$ cat src/rtl/fetch_stage.sv
// Instruction fetch front end: single-outstanding imem reads feeding a
// 2-entry {pc, instruction} queue that presents its head to decode.
module fetch_stage #(
    parameter logic [15:0] RESET_PC = 16'h0000
) (
    input  logic        clk_i,
    input  logic        reset_i,
    input  logic        jump_i,
    input  logic [15:0] new_pc_i,
    input  logic        stall_i,
    output logic        imem_req_o,
    output logic [15:0] imem_addr_o,
    input  logic        imem_valid_i,
    input  logic [15:0] imem_rdata_i,
    output logic [15:0] pc_out_o,
    output logic [15:0] ir_out_o,
    output logic        valid_out_o
);

    localparam logic [1:0] S_FETCH = 2'd0;
    localparam logic [1:0] S_WAIT  = 2'd1;
    localparam logic [1:0] S_DROP  = 2'd2;

    logic [1:0]  state_q,    state_d;
    logic [15:0] fetch_pc_q, fetch_pc_d;
    logic [15:0] req_pc_q,   req_pc_d;
    logic [1:0]  cnt_q,      cnt_d;
    logic [15:0] q_pc_q [2];
    logic [15:0] q_pc_d [2];
    logic [15:0] q_ir_q [2];
    logic [15:0] q_ir_d [2];

    logic pop, push, issue;
    logic [1:0] wr_pos;

    assign valid_out_o = (cnt_q != 2'd0);
    assign pop         = valid_out_o && !stall_i;
    assign push        = (state_q == S_WAIT) && imem_valid_i && !jump_i;
    // Occupancy gating here is what keeps a response from landing in a full queue.
    assign issue       = (state_q == S_FETCH) && !jump_i && !reset_i && (cnt_q < 2'd2);
    assign wr_pos      = cnt_q - {1'b0, pop};

    assign imem_req_o  = issue;
    assign imem_addr_o = fetch_pc_q;
    assign pc_out_o    = valid_out_o ? q_pc_q[0] : 16'h0000;
    assign ir_out_o    = valid_out_o ? q_ir_q[0] : 16'h0000;

    always_comb begin
        state_d    = state_q;
        fetch_pc_d = fetch_pc_q;
        req_pc_d   = req_pc_q;
        cnt_d      = cnt_q;
        q_pc_d     = q_pc_q;
        q_ir_d     = q_ir_q;
        if (jump_i) begin
            cnt_d      = 2'd0;
            fetch_pc_d = new_pc_i;
            if (state_q == S_WAIT)
                state_d = imem_valid_i ? S_FETCH : S_DROP;
        end else begin
            if (pop) begin
                q_pc_d[0] = q_pc_q[1];
                q_ir_d[0] = q_ir_q[1];
            end
            if (push) begin
                q_pc_d[wr_pos[0]] = req_pc_q;
                q_ir_d[wr_pos[0]] = imem_rdata_i;
            end
            cnt_d = cnt_q + {1'b0, push} - {1'b0, pop};
            case (state_q)
                S_FETCH: if (issue) begin
                    state_d    = S_WAIT;
                    req_pc_d   = fetch_pc_q;
                    fetch_pc_d = fetch_pc_q + 16'd2;
                end
                S_WAIT:  if (imem_valid_i) state_d = S_FETCH;
                S_DROP:  if (imem_valid_i) state_d = S_FETCH;
                default: state_d = S_FETCH;
            endcase
        end
    end

    always_ff @(posedge clk_i or posedge reset_i) begin
        if (reset_i) begin
            state_q    <= S_FETCH;
            fetch_pc_q <= RESET_PC;
            req_pc_q   <= RESET_PC;
            cnt_q      <= 2'd0;
            q_pc_q[0]  <= 16'h0000;
            q_pc_q[1]  <= 16'h0000;
            q_ir_q[0]  <= 16'h0000;
            q_ir_q[1]  <= 16'h0000;
        end else begin
            state_q    <= state_d;
            fetch_pc_q <= fetch_pc_d;
            req_pc_q   <= req_pc_d;
            cnt_q      <= cnt_d;
            q_pc_q     <= q_pc_d;
            q_ir_q     <= q_ir_d;
        end
    end

endmodule

$ cat config.mk
export PLATFORM = sky130hd
export DESIGN_NAME = fetch_stage
export DESIGN_NICKNAME = d
export VERILOG_FILES = /design/src/rtl/fetch_stage.sv
export SDC_FILE = /design/constraint.sdc
export NUM_CORES = 1
export LEC_CHECK = 0
export BUFFER_PORTS_ARGS = -buffer_cell sky130_fd_sc_hd__buf_4
export CORE_UTILIZATION = 60
export DETAILED_ROUTE_END_ITERATION = 8
export PLACE_DENSITY = 0.93
export SLEW_MARGIN = 20
export SYNTH_ARGS = -nofsm -noshare
export SYNTH_HDL_FRONTEND = slang
export SYNTH_SLANG_ARGS = --single-unit
$ cat constraint.sdc
create_clock -name clk_i -period 4.8 [get_ports clk_i]
set_clock_uncertainty 0.05 [all_clocks]
set_input_delay 0.72 -clock clk_i [delete_from_list [all_inputs] [get_ports clk_i]]
set_output_delay 0.72 -clock clk_i [all_outputs]
set_load 0.02 [all_outputs]
-- After elaboration in Yosys (flattened, before gate mapping)
Index checks and enable logic that the tools add are counted.
- register bits after elaboration: 100
- input bits: 37
- word-level logic and storage cells: 63
- $add $sub $neg: 4
- magnitude comparators: 3
- equality and inequality tests: 5
- muxes and demuxes: 22
- bitwise logic cells: 2
- reductions and logical operators: 19
- operators with widths (cell ; count):
    $mux 16 ; 10
    $bwmux 32 ; 2
    $mux 32 ; 2
    $add 16x2->16 const B ; 1
    $demux 16 s1 ; 1
    $mux 2 ; 6
    $logic_and 1x1->1 ; 7
    $reduce_and 3->1 ; 2
    $reduce_bool 2->1 ; 3
    $pmux 2 s2 ; 1
    $reduce_and 2->1 ; 2
    $logic_not 1->1 ; 3
    $ne 3x1->1 const B ; 1
    $ne 3x3->1 const B ; 1
    $add 2x1->2 ; 1
    $eq 2x1->1 const B ; 1
    $eq 2x2->1 const B ; 1
    $ge 2x2->1 const B ; 1
    $logic_not 2->1 ; 1
    $lt 2x1->1 const B ; 1
    $lt 2x2->1 const B ; 1
    $ne 2x1->1 const B ; 1
    $not 1->2 ; 1
    $reduce_or 2->1 ; 1
    other kinds (3) ; 3

-- Longest topological paths before layout
Gate-level depths: netlist (run 1).
- depth after elaboration: 10
- mapped depth: 8
- depth with buffers taken out: 8

-- Least setup slack after synthesis (run 1)
Ideal clock, no wire load.
- path type: input -> output
- from: input port reset_i
- to: output port imem_req_o
- data arrival time: 1586 ps
- data required time: 4030 ps
- path slack: 2444 ps
- cell stages on the path: 3
- buffers on the path: 1
- cell sequence: or3b_2 > nor2_4 > buf_6
- cells in the longest elaborated chain, start to end: 3
- ends and longest elaborated chain (item ; line ; RTL):
    from (decl) ; 7 ; input logic reset_i,
    $logic_not 1->1 (no line) ; - ;
    $logic_and 1x1->1 (2 in a row) ; 40 ; assign issue = (state_q == S_FETCH) && !jump_i && !reset_i && (cnt_q < 2'd2);
    to (decl) ; 11 ; output logic imem_req_o,
No other way between the ends.

-- Worst setup path after layout (run 1)
- from: register state_q[1]
- to: output port imem_req_o
- cells in the longest elaborated chain, start to end: 4
- ends and longest elaborated chain (item ; line ; RTL):
    from (decl) ; 24 ; logic [1:0] state_q, state_d;
    from (signal assigned) ; 94 ; state_q <= state_d;
    $logic_not 2->1 ; 40 ;
    $logic_and 1x1->1 (3 in a row) ; 40 ;
No other way between the ends.

==> impl_results.md, run 1 <==
* Worst skew pair latency at 0.36 ns
* Final setup fails at 0
* TritonRoute pass-1 iters at 4
* Resized Gates After CTS at 0
* Core box area at 7370 um^2
* Clock network fraction of total power at 18.0%
* Crit Path Class: reg -> out
* Area of the mapped netlist at 4640 um^2
* Crit-path slowest cell: or3b_2
* Layout cell share with drive strength beyond 1 at 34.7%
* Synthesized net count at 424
* Comb pwr share at 32.2%
* Fmax at 0.330 GHz
* Max cap viols at 0
* Starting Density at 63.0%
* Synth Area per Inst at 12.2 um^2
* Post-CTS setup buffer count at 0
* Post-route antenna net violation count at 0
* Max FO, Critical Path at 17
* Residual DRC count at 0
* GPL Wtd Cong at 0.809
* Status: complete, no violations
* Sequential power share at 49.8%
* FP Rows at 31
* Vias/cell at 5.87
* Slowest cell delay on critical path at 0.52 ns
* CP arrival at 2.26 ns
* Max-Slew Margin vs Limit at 49.4%
* Die ar. at 8090 um^2
* Cell-internal power at 1.82 mW
* TritonCTS clock tree: done
* Top_reg_cell synth: dfrtp_1
* NetSw at 0.932 mW
* Min Tclk post-route at 3.03 ns
* Critical path required time at 4.03 ns
* Root Driver: clkbuf_8
* Power Dens Cells at 500 nW/um^2
* Initial antenna violation count at 0
* Cts bufs inserted at 9
* R2r setup slk at 2.50 ns
* Final #Nets at 501
* Unrepaired setup endpoints after global routing: no
* Synthesized netlist cell count at 382
* Fin crit share at 63.1%
* Max-slew violation count at 0
* Vias after detailed routing at 3302
* Yosys warns at 0
* DRT Wirelength at 9.47 mm
* #FFs+latches synth at 100
* Clk pin slew, worst setup/hold paths at 0.10 ns
* Final hold viol count at 0
* Count of cell types in the netlist at 38
* Hold WC Path Type: reg -> reg
* Number of synthesized flops with an enable pin at 0
* Slew @ Worst Pin at 0.759 ns
* DRT iter0 DRCs at 225
* CTS Buffer Depth at 2
* Largest net degree at the start of global routing at 66
* Die width at 90.0 um
* Post-placement cell count at 547
* Buf+Inv Stages, Crit Path at 2
* CP delay by family, top: simple AND/OR/NAND/NOR gates
* Final non-filler cell total at 563
* Lkg Pwr at 2.68 nW
* Vias in the first global route at 3249
* Sum Neg Setup Slack at 0 ns
* Antenna cells at 0
* Die Y-Extent at 90.0 um
* Crit end category: output pin
* Final HPWL DP at 6.52 mm
* Clk sinks at 100
* Gr ovfl total at 0
* Port bufs at 86
* Post-CTS Hold Buffers at 0
* Startpoint types: flip-flop
* Wire per inst at 16.8 um
* Seq/Total Area, Yosys at 53.9%
* Switching share of power at 33.9%
* First-pass GRT wire length at 15.7 mm
* Asr flop ratio synth at 100%
* Num ports at 87
* H-Tree Depth at 3
* Area grow syn2layout at 18.4%
* Maximum vdd drop at 299 uV
* Critical-path cell list: inv_1, ha_1, or3b_2, nor2_4, buf_4
* Tot GR Track Use at 24.3%
==> worst reg2reg max path, cell delays in order, from the launching register on <==
cell      delay [ns]
dfrtp_1         0.42
inv_1           0.09
ha_1            0.26
nand3b_4        0.15
nor2_2          0.41
buf_4           0.41
mux2_2          0.39
==> per-layer routing <==
layer	vias up	global-route usage (%)	part of all wire, %
li1	1529	-	-
met5	-	0	0
met3	20	5.75	5.8
met1	1630	32.5	44
met4	0	7.80	1.8
met2	123	39.7	48
==> worst paths after layout <==
check	startpoint	to	depth (start not counted)
max in group asynchronous	reset_i	req_pc_q[11]$_DFFE_PP0P_	3
min	flip-flop	flip-flop	1
min reg2reg	flip-flop	flip-flop	1
max	state_q[1]$_DFFE_PP0P_	imem_req_o	5
min in group asynchronous	reset_i	imem_addr_o[5]$_DFFE_PP0P_	2
max reg2reg	state_q[1]$_DFFE_PP0P_	flip-flop	6
==> power by group through the flow <==
stage               registers, mW  logic, mW  clock network, mW
global placement             1.35      0.842                  0
floorplan                    1.32      0.651                  0
detailed placement           1.38      0.890                  0
CTS                          1.36      0.892              0.503
finish                       1.37      0.886              0.494
global route                 1.41      0.966              0.535
==> through the flow <==
step / power, mW / hold WS (ns) / setup slack [ns] / utilization [%] / instance area, um^2
2_1_floorplan: 1.97 / 0.399 / 1.41 / - / 4640
3_3_place_gp: 2.20 / 0.408 / 2.05 / 72.0 / 5310
3_5_place_dp: 2.27 / 0.420 / 2.02 / 72.0 / 5310
4_1_cts: 2.76 / 0.443 / 1.76 / 74.5 / 5490
5_1_grt: 2.91 / 0.460 / 1.64 / 74.6 / 5500
6_report: 2.75 / 0.442 / 1.77 / 74.6 / 5500
==> cell usage after synthesis, types with 2 or more instances <==
library cell | count | area (um^2)
dfrtp_1 | 100 | 2500
mux2_2 | 44 | 495
nor2b_1 | 34 | 213
a221o_1 | 29 | 290
and3_1 | 29 | 181
nand2_1 | 19 | 71.3
o21ai_0 | 14 | 70.1
nor2_1 | 13 | 48.8
xnor2_1 | 12 | 105
clkbuf_1 | 9 | 33.8
inv_1 | 8 | 30.0
mux2_1 | 7 | 78.8
buf_2 | 6 | 30.0
buf_6 | 6 | 67.6
nand4_1 | 6 | 37.5
ha_1 | 5 | 62.6
nor3_1 | 5 | 25.0
a21oi_1 | 4 | 20.0
mux2i_1 | 4 | 40.0
nor4_1 | 4 | 25.0
nand3_1 | 3 | 15.0
xor2_1 | 3 | 26.3
buf_4 | 2 | 15.0
nor3b_1 | 2 | 15.0
==> placed cells by master, fill, tap and decap left out, types with 5 or more instances in the layout <==
cell / count
dfrtp_1: 100
buf_4: 90
mux2_2: 44
nor2b_1: 34
and3_1: 29
a221o_1: 29
nand2_1: 19
o21ai_0: 14
nor2_1: 12
xnor2_1: 12
clkbuf_8: 9
inv_1: 7
mux2_1: 7
nand4_1: 6
ha_1: 5
==> cell families (layout without fill, tap and decap cells) <==
family	after synthesis	count (layout)	share of synthesized area (%)
mux	55	55	13.2
buf+inv	32	114	3.88
simple gates	122	122	15.4
fa+ha+maj	5	5	1.35
xor+xnor	15	15	2.83
flops	100	100	53.9
compound gates	53	53	9.40
==> final cells by class <==
| class | instances | area [um^2] |
|---|---|---|
| clock buffer | 9 | 124 |
| clock inverter | 7 | 60.1 |
| inverter | 8 | 32.5 |
| timing repair buffer | 90 | 676 |
| fill | 508 | 1870 |
| multi-input combinational | 250 | 1980 |
| tap | 99 | 124 |
| sequential | 100 | 2500 |
No activity file was read; power rests on OpenSTA's default activity.
==> inputs of run 2 (changes only) <==
Settings changed: CORE_UTILIZATION 60 to 50, PLACE_DENSITY 0.93 to 0.84.
Clock period 4.8 ns to 2.5 ns, I/O delays scaled along.
==> run 2 against run 1 <==
  * The run now ends with DRC left
  * Cell count is 2.7% higher
  * Utilization is 12 points lower
  * Highest routed layer unchanged
  * Critical path type unchanged
  * Worst setup slack worse by 1.6 ns
  * Non-clock buffer count is 6 higher
  * First-iteration DRC count is 20% lower
  * Global-route usage is 2.8 points lower
==> impl_results.md, run 2 (synthesis results as in run 1) <==
* Crit-path slowest cell: or3b_2
* Fmax at 0.427 GHz
* Crit Path Class: reg -> out
* Startpoint types: flip-flop
* Antenna cells at 0 (unchanged)
* Resized Gates After CTS at 0 (unchanged)
* Slowest cell delay on critical path at 0.52 ns (about the same)
* Power Dens Cells at 957 nW/um^2 (+91%)
* Starting Density at 52.5% (-11 points)
* DRT Wirelength at 9.63 mm (+1.7%)
* GPL Wtd Cong at 0.771 (-4.7%)
* Clk sinks at 100 (unchanged)
* Final hold viol count at 0 (unchanged)
* Area grow syn2layout at 19.8%
* Core box area at 8850 um^2 (+20%)
* Max cap viols at 0 (unchanged)
* Most common cell after layout, fill and taps aside: dfrtp_1
* Maximum vdd drop at 420 uV (+41%)
* Die ar. at 9680 um^2 (+20%)
* Area of placed instances at 5370 um^2 (+1.2%)
* Post-route antenna net violation count at 0 (unchanged)
* Critical-path cell list: inv_1, ha_1, or3b_2, nor2_4, buf_4
* Max FO, Critical Path at 5 (-12)
* Slew @ Worst Pin at 0.703 ns (-0.0565 ns)
* CP arrival at 1.92 ns (-0.34 ns)
* Final #Nets at 507 (+1.2%)
* First-pass GRT wire length at 16.3 mm (+4.0%)
* Comb pwr share at 32.6% (+0.4 points)
* Min Tclk post-route at 2.34 ns
* CTS Buffer Depth at 2 (unchanged)
* Initial antenna violation count at 0 (unchanged)
* Die width at 98.4 um (+9.3%)
* Die Y-Extent at 98.4 um (+9.3%)
* Sum Neg Setup Slack at 0 ns (unchanged)
* Unrepaired setup endpoints after global routing: no
* Vias after detailed routing at 3301 (-0.030%)
* NetSw at 1.77 mW (+90%)
* Finished Cell Area at 5560 um^2 (+1.2%)
* Root Driver: clkbuf_8
* Max-slew violation count at 0 (unchanged)
* Vias/cell at 5.71 (-2.6%)
* Fin crit share at 93.6%
* Failing checks: DRC
* Clock network fraction of total power at 18.1% (about the same)
* Worst skew pair latency at 0.36 ns (about the same)
* Hold WC Path Type: in -> async
* Status: finished with violations
* Gr ovfl total at 0 (unchanged)
* Lkg Pwr at 2.72 nW (+1.5%)
* Residual DRC count at 8 (+8)
* Vias in the first global route at 3167 (-2.5%)
* H-Tree Depth at 3 (unchanged)
* Reg2reg path depth at 6 (unchanged)
* Clk pin slew, worst setup/hold paths at 0.10 ns (about the same)
* FP Rows at 34 (+9.7%)
* Final HPWL DP at 6.70 mm (+2.7%)
* Layout cell share with drive strength beyond 1 at 35.5% (+0.83 points)
* Cell-internal power at 3.56 mW (+96%)
* Crit end category: output pin
* Most frequent cells in the layout: 100 x dfrtp_1, 95 x buf_4, 44 x mux2_2, 34 x nor2b_1
* TritonRoute pass-1 iters at 8 (+4)
* Final setup fails at 0 (unchanged)
* TritonCTS clock tree: done
* Tot GR Track Use at 21.5% (-2.8 points)
* Wire per inst at 16.7 um (-0.97%)
* Critical path required time at 2.08 ns (-1.95 ns)
* Switching share of power at 33.2% (-0.71 points)
* Total power at 5.33 mW (+94%)
* Num ports at 87 (unchanged)
* Cts bufs inserted at 9 (unchanged)
* Port bufs at 86 (unchanged)
* Sequential power share at 49.4% (-0.4 points)
* Largest net degree at the start of global routing at 55 (-17%)
* DRT iter0 DRCs at 181 (-20%)
* Max-Slew Margin vs Limit at 53.1% (+3.7 points)
run 2: changes by cell type in the layout (fill, tap and decap cells not counted):
| cell | before | now |
|---|---|---|
| buf_4 | 90 | 95 |
| o21bai_2 | 0 | 1 |
| clkinv_2 | 0 | 2 |
| inv_4 | 1 | 0 |
| inv_8 | 1 | 0 |
| o21bai_4 | 1 | 0 |
| clkinv_4 | 2 | 1 |
| clkbuf_8 | 9 | 11 |
| clkinvlp_4 | 3 | 2 |
| buf_12 | 0 | 1 |
run 2: cell type report:
cell class              instances  area, um^2
fillers                       683        3290
flip-flops and latches        100        2500
multi-input cells             250        1970
clock inverters                 5        35.0
repair buffers                 96         733
inverters                       8        33.8
clock buffers                  11         151
well taps                     108         135
run 2: stage by stage:
step	std cells	hold slack, ns	setup WS (ns)	utilization, %
global route	578	0.128	0.0784	62.9
finish	578	0.0863	0.160	62.9
floorplan	382	0.399	0.495	-
global placement	561	0.409	0.328	60.7
detailed placement	561	0.416	0.238	60.7
CTS	578	0.0990	0.145	62.9
run 2: repair_timing:
action | 4_1_cts | 5_1_grt
setup endpoints to repair | 1 | 0
buffers inserted | 1 | 0
hold buffers | 0 | 0
run 2: worst paths after layout:
kind	startpoint	to	slack (ns)
worst max register to register	state_q[1]$_DFFE_PP0P_	req_pc_q[9]$_DFFE_PP0P_	0.34
min in group clk_i	new_pc_i[10]	imem_addr_o[10]$_DFFE_PP0P_	0.16
worst min register to register	flip-flop	flip-flop	0.44
worst max-delay path	state_q[1]$_DFFE_PP0P_	imem_req_o	0.16
max in group asynchronous	reset_i	q_pc_q[27]$_DFFE_PP0N_	1.61
worst min-delay path	reset_i	imem_addr_o[5]$_DFFE_PP0P_	0.09
run 2: metal layers:
metal,vias up,global-route usage [%],wire (um)
met4,0,7.23,158
li1,1539,-,-
met3,14,5.65,529
met1,1631,29.4,4350
met5,-,0,0
met2,117,33.6,4590
run 2: critical path: cells and delay by family (launching register included):
kind / cells / cell delay, ns
DFF: 1 / 0.41
buffers and inverters: 2 / 0.26
adders and majority gates: 1 / 0.22
and+or+nand+nor: 2 / 0.68
run 2: power groups by stage:
stage / clock [mW] / combinational (mW) / sequential, mW
after CTS: 0.987 / 1.75 / 2.62
after global routing: 1.06 / 1.89 / 2.70
after detailed placement: 0 / 1.73 / 2.65
after floorplan: 0 / 1.25 / 2.53
after global placement: 0 / 1.64 / 2.60
final: 0.961 / 1.73 / 2.63
